`src/rtl/dcache_miss_queue.sv`:
```
// Miss-status holding queue for the direct-mapped data cache: merges duplicate
// block misses, issues BUS_LOAD requests and turns tagged responses into fills.
package dcache_miss_queue_pkg;
    typedef enum logic [1:0] {BUS_NONE = 2'd0, BUS_LOAD = 2'd1, BUS_STORE = 2'd2} BUS_COMMAND;
    typedef enum logic [1:0] {BYTE = 2'd0, HALF = 2'd1, WORD = 2'd2, DOUBLE = 2'd3} MEM_SIZE;
    typedef logic [31:0] DCACHE_DMAP_ADDR;
    typedef logic [63:0] DCACHE_BLOCK;
endpackage

module dcache_miss_queue
    import dcache_miss_queue_pkg::*;
#(
    parameter int NUM_MSHR  = 4,
    parameter int NUM_LINES = 32,
    parameter int TAG_BITS  = 24
) (
    input  logic                          clock,
    input  logic                          reset,
    input  logic                          miss_valid,
    input  DCACHE_DMAP_ADDR               miss_addr,
    output logic                          miss_ready,
    output BUS_COMMAND                    proc2mem_command,
    output logic [31:0]                   proc2mem_addr,
    input  logic                          mem_grant,
    input  logic [3:0]                    mem2proc_response,
    input  logic [63:0]                   mem2proc_data,
    input  logic [3:0]                    mem2proc_tag,
    output logic                          fill_en,
    output DCACHE_DMAP_ADDR               fill_addr,
    output DCACHE_BLOCK                   fill_data,
    output MEM_SIZE                       fill_size,
    output logic [$clog2(NUM_MSHR+1)-1:0] pending
);
    localparam int IDX_W = $clog2(NUM_LINES);
    localparam int OFF_W = 3;
    localparam int EW    = (NUM_MSHR > 1) ? $clog2(NUM_MSHR) : 1;
    localparam int PW    = $clog2(NUM_MSHR + 1);

    typedef enum logic [1:0] {EMPTY, WAIT_ISSUE, WAIT_DATA} entry_state_t;

    entry_state_t        state_reg   [NUM_MSHR];
    logic [TAG_BITS-1:0] tag_reg     [NUM_MSHR];
    logic [IDX_W-1:0]    idx_reg     [NUM_MSHR];
    logic [3:0]          mem_tag_reg [NUM_MSHR];
    logic [PW-1:0]       pending_reg;
    logic                fill_en_reg;
    DCACHE_DMAP_ADDR     fill_addr_reg;
    DCACHE_BLOCK         fill_data_reg;

    logic [TAG_BITS-1:0] miss_tag;
    logic [IDX_W-1:0]    miss_idx;
    logic [OFF_W-1:0]    unused_offset;
    logic [NUM_MSHR-1:0] empty_vec, match_vec, issue_vec, retire_vec;
    logic [EW-1:0]       alloc_sel, issue_sel, retire_sel;
    logic                alloc_fire, issue_fire, retire_fire;

    assign miss_idx      = miss_addr[OFF_W +: IDX_W];
    assign miss_tag      = miss_addr[OFF_W + IDX_W +: TAG_BITS];
    assign unused_offset = miss_addr[OFF_W-1:0];

    function automatic DCACHE_DMAP_ADDR block_addr(input logic [TAG_BITS-1:0] t,
                                                   input logic [IDX_W-1:0] i);
        return DCACHE_DMAP_ADDR'({t, i, {OFF_W{1'b0}}});
    endfunction

    // A retiring entry is still non-empty here, so it keeps absorbing merges this cycle.
    generate
        for (genvar gi = 0; gi < NUM_MSHR; gi++) begin : g_entry
            assign empty_vec[gi]  = (state_reg[gi] == EMPTY);
            assign issue_vec[gi]  = (state_reg[gi] == WAIT_ISSUE);
            assign match_vec[gi]  = !empty_vec[gi] && (tag_reg[gi] == miss_tag)
                                    && (idx_reg[gi] == miss_idx);
            assign retire_vec[gi] = (state_reg[gi] == WAIT_DATA) && (mem2proc_tag != 4'd0)
                                    && (mem_tag_reg[gi] == mem2proc_tag);
        end
    endgenerate

    // Descending scan: the last hit written is the lowest index.
    always_comb begin
        alloc_sel  = '0;
        issue_sel  = '0;
        retire_sel = '0;
        for (int i = NUM_MSHR - 1; i >= 0; i--) begin
            if (empty_vec[i])  alloc_sel  = EW'(i);
            if (issue_vec[i])  issue_sel  = EW'(i);
            if (retire_vec[i]) retire_sel = EW'(i);
        end
    end

    assign miss_ready  = reset && ((|empty_vec) || (|match_vec));
    assign alloc_fire  = miss_valid && miss_ready && !(|match_vec);
    assign issue_fire  = (|issue_vec) && mem_grant && (mem2proc_response != 4'd0);
    assign retire_fire = |retire_vec;

    assign proc2mem_command = (|issue_vec) ? BUS_LOAD : BUS_NONE;
    assign proc2mem_addr    = (|issue_vec) ? block_addr(tag_reg[issue_sel], idx_reg[issue_sel])
                                           : 32'd0;

    always_ff @(posedge clock or negedge reset) begin
        if (!reset) begin
            for (int i = 0; i < NUM_MSHR; i++) begin
                state_reg[i]   <= EMPTY;
                tag_reg[i]     <= '0;
                idx_reg[i]     <= '0;
                mem_tag_reg[i] <= '0;
            end
            pending_reg   <= '0;
            fill_en_reg   <= 1'b0;
            fill_addr_reg <= '0;
            fill_data_reg <= '0;
        end else begin
            for (int i = 0; i < NUM_MSHR; i++) begin
                if (alloc_fire && (alloc_sel == EW'(i))) begin
                    state_reg[i] <= WAIT_ISSUE;
                    tag_reg[i]   <= miss_tag;
                    idx_reg[i]   <= miss_idx;
                end else if (issue_fire && (issue_sel == EW'(i))) begin
                    state_reg[i]   <= WAIT_DATA;
                    mem_tag_reg[i] <= mem2proc_response;
                end else if (retire_vec[i]) begin
                    state_reg[i] <= EMPTY;
                end
            end
            pending_reg <= pending_reg + PW'(alloc_fire) - PW'(retire_fire);
            fill_en_reg <= retire_fire;
            if (retire_fire) begin
                fill_addr_reg <= block_addr(tag_reg[retire_sel], idx_reg[retire_sel]);
                fill_data_reg <= mem2proc_data;
            end
        end
    end

    assign fill_en   = fill_en_reg;
    assign fill_addr = fill_addr_reg;
    assign fill_data = fill_data_reg;
    assign fill_size = DOUBLE;
    assign pending   = pending_reg;
endmodule

```
`config.mk`:
```
export PLATFORM = sky130hd
export DESIGN_NAME = dcache_miss_queue
export DESIGN_NICKNAME = d
export VERILOG_FILES = /design/src/rtl/dcache_miss_queue.sv
export SDC_FILE = /design/constraint.sdc
export NUM_CORES = 1
export LEC_CHECK = 0
export CAP_MARGIN = 20
export CORE_ASPECT_RATIO = 1.25
export CORE_MARGIN = 2
export CORE_UTILIZATION = 50
export CTS_CLUSTER_DIAMETER = 200
export DETAILED_ROUTE_END_ITERATION = 8
export DONT_BUFFER_PORTS = 1
export GPL_ROUTABILITY_DRIVEN = 0
export HOLD_SLACK_MARGIN = 0.1
export PLACE_DENSITY = 0.66
export SYNTH_ARGS = -nofsm -noshare
export SYNTH_HDL_FRONTEND = slang
export SYNTH_SLANG_ARGS = --single-unit
export TNS_END_PERCENT = 10
```
`constraint.sdc`:
```
create_clock -name clock -period 7.75 [get_ports clock]
set_input_delay 1.1625 -clock clock [delete_from_list [all_inputs] [get_ports clock]]
set_output_delay 1.1625 -clock clock [all_outputs]
set_load 0.005 [all_outputs]
```
==> flow_summary.ini <==
[status]
outcome = finished, final reports clean

[worst_setup_path]
r2r-start = mem_tag_reg[11]
start_kind = flip-flop
cp_slowest_cell = nand2_2
rrSetupSlack_ps = 4130
path_buf_inv = 0
cp_cell_sequence = nand2b_1 > nand2_2 > mux2_2 > a222oi_1 > nor2_1
critPathTopFamily = simple AND/OR/NAND/NOR gates
endpoint_kind = primary output
worstPathArrival_ps = 3090
r2r-end = fill_data[6]
required_ps = 6590
reg2reg_depth = 6
path_max_fanout = 29
slowest_delay_ps = 740
worstSetupPathType = flip-flop to primary output

[grt]
antenna_found_initial = 0
grt_pass1_wl_um = 49000
overflow = 0
grt_max_degree = 241
grt.total_usage = 0.251
first_global_vias = 8047

[hold_path]
hold_path_class = input port to asynchronous set/reset pin

[sta]
rsz0062_at_grt = false
finalHoldViolCount = 0
relSlewSlack = 0.297
fmax_ghz = 0.235
min_period_over_period = 0.548
setup_viol_count_final = 0
drv_slew = 0
fin_tns_setup_ps = 0
fin_skew_ps = 11.4
period_minus_slack_ps = 4250
worst_slew_pin_slew_ps = 1050

[logic_synthesis]
syn_avg_cell_area_sq_um = 12.0
synth_seq_cells = 237
yosysTopAreaCell = dfrtp_1
syn_inst = 1021
yosysWarnings = 0
syn_area_sq_mm = 0.0123
synth-main-ff-cell = dfrtp_1
synth_edf_count = 0
ys_seq_area_frac = 0.483
synthTopCellsByArea = dfrtp_1 48%, mux2_2 13%, xor2_1 8.0%, mux2_1 4.6%, mux2_4 3.5%
synth_cell_types = 45
synthArstFlopShare = 1.00
yosysTopAreaCellShare = 0.483

[route]
wl_per_cell_um = 25.2
drt_wl_total_um = 33200
vias_per_cell = 6.10
drc = 0
dr.pass1.iters = 6
vias = 8031
final_antenna_net_count = 0
drtIter0Drc = 741

[power_and_ir_drop]
power.switching_w = 0.00229
p_sw_frac = 0.380
power_density_mw_per_mm2 = 459
p_int_w = 0.00373
pwr-share-clk = 0.209
p_seq_frac = 0.417
max-vdd-ir-drop_v = 0.000253
p_leak_nw = 5.60
combPwrFrac = 0.374

[clock_network]
htreeDepth = 1
cts_buffer_depth = 3
hold_buffers = 0
post_cts_buffers = 0
cts_root_buffer = clkbuf_16
cts_tree = yes
clock_sinks = 237
ctsResizeCount = 0
clkLatencyLatePin_ps = 520
cts_buffers = 25
clkTransAtPathRegs_ps = 60

[finish]
layout_common_cells = 237 x dfrtp_1, 146 x mux2_2, 112 x xor2_1
layout-drive-gt1-share = 0.251
fill_cells = 2148
diodes = 0
final_common_cell = dfrtp_1
fin_nets = 1081
largest_register_ffs = 96
finalNonFillerCells = 1317
design_area_sq_mm = 0.0131
area_growth_pct = 6.94

[floorplan]
coreArea_sq_mm = 0.0243
start_util = 0.505
io_pins = 245
chipWidth_um = 144
fp.dieH_um = 179
dieArea_sq_mm = 0.0258
rows = 64

[place]
dpl.cell_count = 1273
io_buffers = 0
hpwl_um = 21900
place_area_sq_mm = 0.0123

[flow_run]
drv_cap = 0
cell families (layout without fill, tap and decap cells):
kind of cell,Yosys count,count (layout),synth area share
compound gates,103,103,0.0702
xor+xnor,130,130,0.0927
fa+ha+maj,3,3,0.00367
buf+inv,103,62,0.0507
flops,237,237,0.483
mux,225,225,0.215
other cells,2,9,0.000611
simple gates,218,218,0.0842
cell usage after synthesis, types with 3 or more instances:
cell type and n:
buf_6 12, o221ai_1 29, nand3_1 3, mux2_1 50
xnor2_1 18, nor3_1 6, or3_1 3, dfrtp_1 237
a31oi_1 29, nor2_1 76, xor2_1 112, mux2_2 146
buf_4 27, nand4_1 10, a21o_1 3, mux2_4 29
a222oi_1 29, clkbuf_1 20, inv_1 8, nor4_1 28
nand2b_1 5, nand2_1 76, buf_2 36
worst reg2reg max path, stage by stage, from the launching register on:
cell and delay, ps:
dfrtp_1 380, or3_1 410, a2111oi_2 650, nor2_4 360, nand3b_4 450, buf_4 770
mux2_2 490
metrics by stage:
| stage | setup slack [ps] | power, W | utilization | hold WS (ps) |
|---|---|---|---|---|
| finish | 3500 | 0.00603 | 0.540 | 341 |
| detailed placement | 3200 | 0.00478 | 0.504 | 489 |
| global route | 3410 | 0.00637 | 0.540 | 319 |
| floorplan | 3940 | 0.00412 | - | 468 |
| global placement | 3210 | 0.00471 | 0.504 | 493 |
| CTS | 3480 | 0.00605 | 0.540 | 326 |
layout make-up:
cell class / instances / area (sq um) / area share
inverter: 8 / 30.0 / 0.00229
multi-input combinational: 688 / 5830 / 0.443
clock buffer: 31 / 688 / 0.0524
tap: 330 / 413 / 0.0314
clock inverter: 13 / 174 / 0.0132
sequential: 237 / 5930 / 0.451
timing repair buffer: 10 / 75.1 / 0.00571
per-layer routing:
layer	track usage	share of wire
met1	0.310	0.38
met2	0.435	0.50
met3	0.0548	0.093
met4	0.0882	0.032
met5	0	0
power groups by stage:
stage	logic, W	clock network (W)	registers [W]
floorplan	0.00179	0	0.00233
global placement	0.00221	0	0.00250
detailed placement	0.00225	0	0.00252
CTS	0.00226	0.00128	0.00250
global route	0.00243	0.00133	0.00261
finish	0.00226	0.00126	0.00251
worst max-delay path by stage:
stage,from,cells past startpoint,end,slack [ps]
global placement,mem2proc_tag[3],12,pending[2],3210
detailed placement,mem2proc_tag[3],12,pending[2],3200
finish,state_reg[7],5,proc2mem_addr[14],3500
CTS,state_reg[7],5,proc2mem_addr[14],3480
floorplan,mem2proc_tag[2],14,pending[2],3940
global route,state_reg[1],6,proc2mem_addr[14],3410
Note: power is estimated with default switching activity, not from simulation.
